$ cat config.mk
export PLATFORM = sky130hd
export DESIGN_NAME = instr_sequencer
export DESIGN_NICKNAME = d
export VERILOG_FILES = /design/src/rtl/instr_sequencer.sv
export SDC_FILE = /design/constraint.sdc
export NUM_CORES = 1
export LEC_CHECK = 0
export ABC_CLOCK_PERIOD_IN_PS = 5400
export BUFFER_PORTS_ARGS = -buffer_cell sky130_fd_sc_hd__buf_2
export CAP_MARGIN = 5
export CORE_ASPECT_RATIO = 1.5
export CORE_MARGIN = 1.5
export CORE_UTILIZATION = 57
export DETAILED_ROUTE_END_ITERATION = 10
export GPL_TIMING_DRIVEN = 0
export PLACE_DENSITY = 0.89
export SYNTH_ARGS = -nofsm -noshare
export SYNTH_HDL_FRONTEND = slang
export SYNTH_SLANG_ARGS = --single-unit
$ cat constraint.sdc
create_clock -name CLK -period 5.4 [get_ports CLK]
set_input_delay 0.27 -clock CLK [delete_from_list [all_inputs] [get_ports CLK]]
set_output_delay 0.27 -clock CLK [all_outputs]
set_load 0.05 [all_outputs]
$ cat src/rtl/instr_sequencer.sv
// Multi-cycle phase controller: steps each instruction through FETCH/DECODE/EXEC/MEM/WB
// by opcode class and decides when the datapath strobes fire.
module instr_sequencer #(
  parameter int CNT_W       = 16,
  parameter int MEM_TIMEOUT = 8,
  parameter int TO_W        = 8
) (
  input  logic             CLK,
  input  logic             RST,
  input  logic             run,
  input  logic [4:0]       opcode,
  input  logic             branch_taken,
  input  logic             dm_ready,
  input  logic             err_clr,
  output logic [2:0]       phase,
  output logic             ir_load,
  output logic             pc_inc,
  output logic             pc_load,
  output logic             reg_write,
  output logic             dm_req,
  output logic             dm_we,
  output logic             instr_done,
  output logic [CNT_W-1:0] retired,
  output logic             mem_err,
  output logic             illegal_op,
  output logic             busy
);

  typedef enum logic [2:0] {
    S_FETCH  = 3'd0,
    S_DECODE = 3'd1,
    S_EXEC   = 3'd2,
    S_MEM    = 3'd3,
    S_WB     = 3'd4
  } state_t;

  typedef enum logic [2:0] {
    C_ALU = 3'd0,
    C_BR  = 3'd1,
    C_LD  = 3'd2,
    C_ST  = 3'd3,
    C_NOP = 3'd4
  } cls_t;

  localparam logic [TO_W-1:0] TIMEOUT_V  = TO_W'(MEM_TIMEOUT);
  localparam bit              TIMEOUT_EN = (MEM_TIMEOUT != 0);

  state_t          state;
  cls_t            cls;
  cls_t            dec_cls;
  logic            dec_legal;
  logic [TO_W-1:0] wait_cnt;
  logic [TO_W-1:0] wait_inc;
  logic            timeout_hit;
  logic            exec_retire;
  logic            mem_retire;
  logic            retire;

  // Unknown opcodes run with NOP timing; only the sticky flag records them.
  always_comb begin
    dec_cls   = C_NOP;
    dec_legal = 1'b1;
    case (opcode)
      5'b00010, 5'b00001, 5'b01011, 5'b01000: dec_cls = C_ALU;
      5'b00011, 5'b00100:                     dec_cls = C_BR;
      5'b00000:                               dec_cls = C_LD;
      5'b01100:                               dec_cls = C_ST;
      5'b00111:                               dec_cls = C_NOP;
      default:                                dec_legal = 1'b0;
    endcase
  end

  assign wait_inc    = (wait_cnt == '1) ? wait_cnt : wait_cnt + 1'b1;
  assign timeout_hit = TIMEOUT_EN && (state == S_MEM) && !dm_ready && (wait_inc == TIMEOUT_V);
  assign exec_retire = (state == S_EXEC) && ((cls == C_BR) || (cls == C_NOP));
  assign mem_retire  = (state == S_MEM) && ((dm_ready && (cls == C_ST)) || timeout_hit);
  assign retire      = exec_retire || mem_retire || (state == S_WB);

  // Strobes are decodes of the registered phase; run, branch_taken and dm_ready
  // only qualify them in the one phase where each is meaningful.
  assign phase      = state;
  assign ir_load    = (state == S_FETCH) && run && !RST;
  assign pc_load    = exec_retire && (cls == C_BR) && branch_taken;
  assign pc_inc     = retire && !pc_load;
  assign instr_done = retire;
  assign reg_write  = (state == S_WB);
  assign dm_req     = (state == S_MEM);
  assign dm_we      = dm_req && (cls == C_ST);
  assign busy       = (state != S_FETCH) || ir_load;

  always_ff @(posedge CLK or posedge RST) begin
    if (RST) begin
      state      <= S_FETCH;
      cls        <= C_NOP;
      wait_cnt   <= '0;
      retired    <= '0;
      mem_err    <= 1'b0;
      illegal_op <= 1'b0;
    end else begin
      case (state)
        S_FETCH: begin
          if (run) state <= S_DECODE;
        end
        S_DECODE: begin
          cls   <= dec_cls;
          state <= S_EXEC;
        end
        S_EXEC: begin
          wait_cnt <= '0;
          case (cls)
            C_ALU:       state <= S_WB;
            C_LD, C_ST:  state <= S_MEM;
            default:     state <= S_FETCH;
          endcase
        end
        S_MEM: begin
          if (dm_ready) begin
            state <= (cls == C_LD) ? S_WB : S_FETCH;
          end else if (timeout_hit) begin
            state <= S_FETCH;
          end else begin
            wait_cnt <= wait_inc;
          end
        end
        S_WB: begin
          state <= S_FETCH;
        end
        default: begin
          state <= S_FETCH;
        end
      endcase

      if (retire) retired <= retired + 1'b1;

      // A set event in the same cycle as err_clr keeps the flag set.
      illegal_op <= ((state == S_DECODE) && !dec_legal) || (illegal_op && !err_clr);
      mem_err    <= timeout_hit || (mem_err && !err_clr);
    end
  end

endmodule

Word-level counts from Yosys, hierarchy flattened
Index checks and enable logic that the tools add are counted.
{"block": "totals", "ff_bits": 32, "wordCells": 79}
{"block": "classes", "n_addsub": 2, "eq_ne": 22, "muxes": 12, "reduce_logical": 37}
{"op": "$mux W8", "n": 3}
{"op": "$pmux W3 S4", "n": 2}
{"op": "$add A16 B1 Y16 const B", "n": 1}
{"op": "$pmux W8 S2", "n": 1}
{"op": "$eq A5 B4 Y1 const B", "n": 3}
{"op": "$logic_and A1 B1 Y1", "n": 14}
{"op": "$eq A3 B2 Y1 const B", "n": 4}
{"op": "$mux W3", "n": 4}
{"op": "$eq A5 B2 Y1 const B", "n": 2}
{"op": "$eq A5 B3 Y1 const B", "n": 2}
{"op": "$reduce_or A9 Y1", "n": 1}
{"op": "$add A8 B1 Y8 const B", "n": 1}
{"op": "$eq A8 B4 Y1 const B", "n": 1}
{"op": "$eq A8 B8 Y1 const B", "n": 1}
{"op": "$logic_or A1 B1 Y1", "n": 7}
{"op": "$eq A3 B1 Y1 const B", "n": 2}
{"op": "$eq A3 B3 Y1 const B", "n": 2}
{"op": "$logic_not A3 Y1", "n": 2}
{"op": "$ne A2 B2 Y1 const B", "n": 3}
{"op": "$pmux W3 S2", "n": 1}
{"op": "$eq A5 B1 Y1 const B", "n": 1}
{"op": "$logic_not A1 Y1", "n": 5}
{"op": "$logic_not A5 Y1", "n": 1}
{"op": "$reduce_or A2 Y1", "n": 2}
{"op": "7 further kinds", "n": 7}

Longest topological paths before layout
{"block": "logic_depth", "depth_word": 9, "mapped_depth": 8, "depth_no_buf": 7}

Worst setup path after synthesis
No wires, ideal clock.
{"block": "synth_timing", "path_type": "register to output", "startpoint": "register state[1] (netlist: phase[1])", "endpoint": "output pc_inc", "t_arrival_ps": 3293, "required_time_ps": 5130, "path_slack_ps": 1837, "path_stages_with_launch": 8, "cell_sequence": "dfrtp_1 buf_2 nand2_1 nor3_1 a22o_1 a31oi_4 buf_6 nor2_1"}
{"block": "synth_via", "elab_chain_len": 8}
{"element": "from (decl)", "line_no": "48", "text": "state_t state;"}
{"element": "from (signal assigned)", "line_no": "118", "text": "state <= (cls == C_LD) ? S_WB : S_FETCH;"}
{"element": "$eq A3 B2 Y1", "line_no": "74, 76"}
{"element": "$logic_and A1 B1 Y1 (2 in series)", "line_no": "74", "text": "assign timeout_hit = TIMEOUT_EN && (state == S_MEM) && !dm_ready && (wait_inc == TIMEOUT_V);"}
{"element": "$logic_or A1 B1 Y1", "line_no": "76", "text": "assign mem_retire = (state == S_MEM) && ((dm_ready && (cls == C_ST)) || timeout_hit);"}
{"element": "$logic_and A1 B1 Y1", "line_no": "76"}
{"element": "$logic_or A1 B1 Y1 (2 in series)", "line_no": "77", "text": "assign retire = exec_retire || mem_retire || (state == S_WB);"}
{"element": "$logic_and A1 B1 Y1 (*)", "line_no": "84", "text": "assign pc_inc = retire && !pc_load;"}
{"element": "to (decl)", "line_no": "17", "text": "output logic pc_inc,"}
Mark *: on every way between the ends. The rest lies on a longest branch, timed or not.

Final worst setup path
{"block": "layout_timing", "startpoint": "register wait_cnt[0]", "endpoint": "output pc_inc"}
{"block": "layout_via", "elab_chain_len": 9}
{"element": "from (decl)", "line_no": "52", "text": "logic [TO_W-1:0] wait_cnt;"}
{"element": "from (signal assigned)", "line_no": "122", "text": "wait_cnt <= wait_inc;"}
{"element": "$add A8 B1 Y8 or $eq A8 B8 Y1 (tied branches)", "line_no": "73", "text": "assign wait_inc = (wait_cnt == '1) ? wait_cnt : wait_cnt + 1'b1;"}
{"element": "$mux W8 (*)", "line_no": "73"}
{"element": "$eq A8 B4 Y1 (*)", "line_no": "74"}
{"element": "$logic_and A1 B1 Y1 (*)", "line_no": "74"}
{"element": "$logic_or A1 B1 Y1 (*)", "line_no": "76"}
{"element": "$logic_and A1 B1 Y1 (*)", "line_no": "76"}
{"element": "$logic_or A1 B1 Y1 (*) (2 in series)", "line_no": "77"}
{"element": "$logic_and A1 B1 Y1 (*)", "line_no": "84"}
Marks and branches as above.

==> flow_summary.ini <==
[outcome]
status = finished, final reports clean

[power]
p_clk_frac = 0.195
peakVddDrop_mv = 0.4637
switching_power_uw = 468.0
p_per_area_nw_per_um2 = 467.2
leakage_uw = 0.001082
power_frac_comb = 0.466
p_int_uw = 530.4
p_sw_frac = 0.4687
pwr-share-seq = 0.340

[clock_network]
cts-resized-gates = 0
clock_path_buffers = 2
clk_pin_slew_ns = 0.07
cts_sinks = 32
clock_latency_ns = 0.29
numCtsBuffers = 5
cts_tree = built
postCtsSetupBuffers = 0
postCtsHoldBufs = 0
htreeDepth = 2
root_buffer = clkbuf_8

[cells_and_area]
layout_commonest_cell = buf_2
nNetsFinal = 242
final_layout_size_suffix_gt1_frac = 0.2652
antennaDiodeCount = 0
area_delta_synth_final_pct = 20.37
mostFrequentLayoutCells = buf_2, dfrtp_1, nand2_1

[grt]
grt_pass1_vias = 1497
grt_max_degree = 34
grt_pass1_wl_mm = 6.713
grt_usage = 0.2570
globalRoute.totalOverflow = 0
antenna_found_initial = 0

[yosys]
synth-seq-area-share = 0.4517
ys.flop_type = dfrtp_1
synth_area_um2 = 1775
synth_top_cell_by_area = dfrtp_1
syn_avg_cell_area_um2 = 9.755
synth-edff-count = 0
ys_ff_latch = 32
synthCells = 182
ys_types = 45
async_flop_share = 1.000
synth_fp_nets = 195
yosys_warnings = 0
synth_top_area_frac = 0.4369
synth_area_leaders = dfrtp_1, xor2_1, nand2_1, nor2_1, a21oi_1

[die]
io_pins = 40
core_area_um2 = 2943
die_height_um = 71.36
die_x_um = 48.57
die_area_um2 = 3466
start_util = 0.6033
rows = 24

[route]
drc = 0
wl_mm = 3.841
wire_per_inst_um = 14.28
antenna_left = 0
dr.pass1.iters = 4
vias = 1517
viasPerCell = 5.639
drtIter0Drc = 56

[critical_path]
crit_family = simple AND/OR/NAND/NOR gates
critPathKind = reg2out
worstSetupStartpointType = flop
cp.required_ns = 5.13
critPathArrivalTime_ns = 2.56
cp_slowest_cell = or4b_4
worst_setup_path_end_kind = primary output
slowest_delay_ns = 0.50
crit_fanout = 10
crit_buf_inv = 2
crit_chain = ha_1 -> or4b_4 -> nor3_4 -> a31oi_4 -> buf_6 -> nor2_1 -> buf_2

[sta]
maxSlewHeadroom = 0.5267
skew_ns = 0.004269
finalMaxSlewViolations = 0
hold_violations = 0
fmax_mhz = 352.8
tightest_slew_ns = 0.7092
rsz0062_at_grt = false
setup_viol = 0
fin_crit_ns = 2.835
fin_ws_ns = 2.565
tns_ns = 0
min_period_over_period = 0.5249

[job]
max-cap-violations = 0

[min_path]
min_path_type = in2async

[place]
dpl.hpwl_mm = 2.807
place_congestion = 0.9067
portBuffers = 39
place_ws_ns = 2.872
## sequential cells by signal, indices dropped and copies added (netlist names)
name and flops:
cls 3, retired 16, phase 3, wait_cnt 8, illegal_op 1, mem_err 1
## path summary, 6_finish.rpt
| path | from | to | slack (ns) | cells past startpoint |
|---|---|---|---|---|
| max in group asynchronous | RST | cls[2]$_DFFE_PP1N_ | 4.71 | 3 |
| min in group CLK | err_clr | illegal_op$_DFF_PP0_ | 0.18 | 2 |
| hold reg to reg | retired[15]$_DFFE_PP0P_ | retired[15]$_DFFE_PP0P_ | 0.47 | 1 |
| setup / recovery | wait_cnt[0]$_DFFE_PP0P_ | pc_inc | 2.57 | 7 |
| hold / removal | RST | retired[6]$_DFFE_PP0P_ | 0.08 | 2 |
| setup reg to reg | wait_cnt[0]$_DFFE_PP0P_ | retired[6]$_DFFE_PP0P_ | 3.02 | 6 |
## area by class of cell
cell class / count / area [um2]
Buffer: 4 / 23.77
Sequential cell: 32 / 802.0
Fill cell: 258 / 805.8
Timing Repair Buffer: 40 / 222.7
Clock buffer: 8 / 90.09
Inverter: 5 / 18.77
Tap cell: 39 / 48.80
Multi-Input combinational cell: 141 / 930.9
## stage by stage
| stage | area (um2) | hold WS, ns | util | std cells | power [uW] |
|---|---|---|---|---|---|
| after floorplan | 1775 | 0.3657 | - | 182 | 701.6 |
| after global placement | 2019 | 0.4529 | 0.6862 | 260 | 794.1 |
| after detailed placement | 2019 | 0.4734 | 0.6862 | 260 | 804.5 |
| after CTS | 2110 | 0.1643 | 0.7168 | 268 | 998.4 |
| after global routing | 2137 | 0.1284 | 0.7262 | 269 | 1057 |
| final | 2137 | 0.08036 | 0.7262 | 269 | 998.4 |
## cells in the mapped netlist (2+ instances only)
cell type	n
nor4_1	2
xor2_1	14
o21ai_0	2
nor3_1	8
nand3_1	6
nor3b_2	2
nor3b_1	2
or2_2	2
xnor2_1	5
a311oi_1	4
o22ai_1	2
nand2_1	22
nand3b_1	2
dfrtp_1	31
ha_1	2
and3_1	6
and2_1	3
a21o_1	2
o31ai_1	4
nor3_4	2
nor2_1	17
inv_1	5
a21oi_1	11
nand2b_1	5
## routing by layer
metal | track usage | vias up | routed length (um)
li1 | - | 743 | -
met1 | 0.2718 | 714 | 1439
met2 | 0.4568 | 49 | 2092
met3 | 0.06667 | 11 | 189
met4 | 0.1556 | 0 | 119
met5 | 0 | - | 0
## power by group through the flow
| stage | Combinational [uW] | Clock, uW | Sequential (uW) |
|---|---|---|---|
| 2_1_floorplan | 272 | 0 | 430 |
| 3_3_place_gp | 452 | 0 | 342 |
| 3_5_place_dp | 461 | 0 | 343 |
| 4_1_cts | 464 | 196 | 339 |
| 5_1_grt | 499 | 208 | 349 |
| 6_report | 465 | 195 | 339 |
## cells by family (layout without fill, tap and decap cells)
group | Yosys count | in the layout | synth area share
muxes | 1 | 1 | 0.006342
buffers and inverters | 9 | 57 | 0.02395
xor gates and xnor gates | 19 | 19 | 0.09373
AOI/OAI and AO/OA | 35 | 35 | 0.1431
adders and majority gates | 2 | 2 | 0.01409
DFF | 32 | 32 | 0.4517
and+or+nand+nor | 84 | 84 | 0.2671
Power figures use the tool's default switching activity.
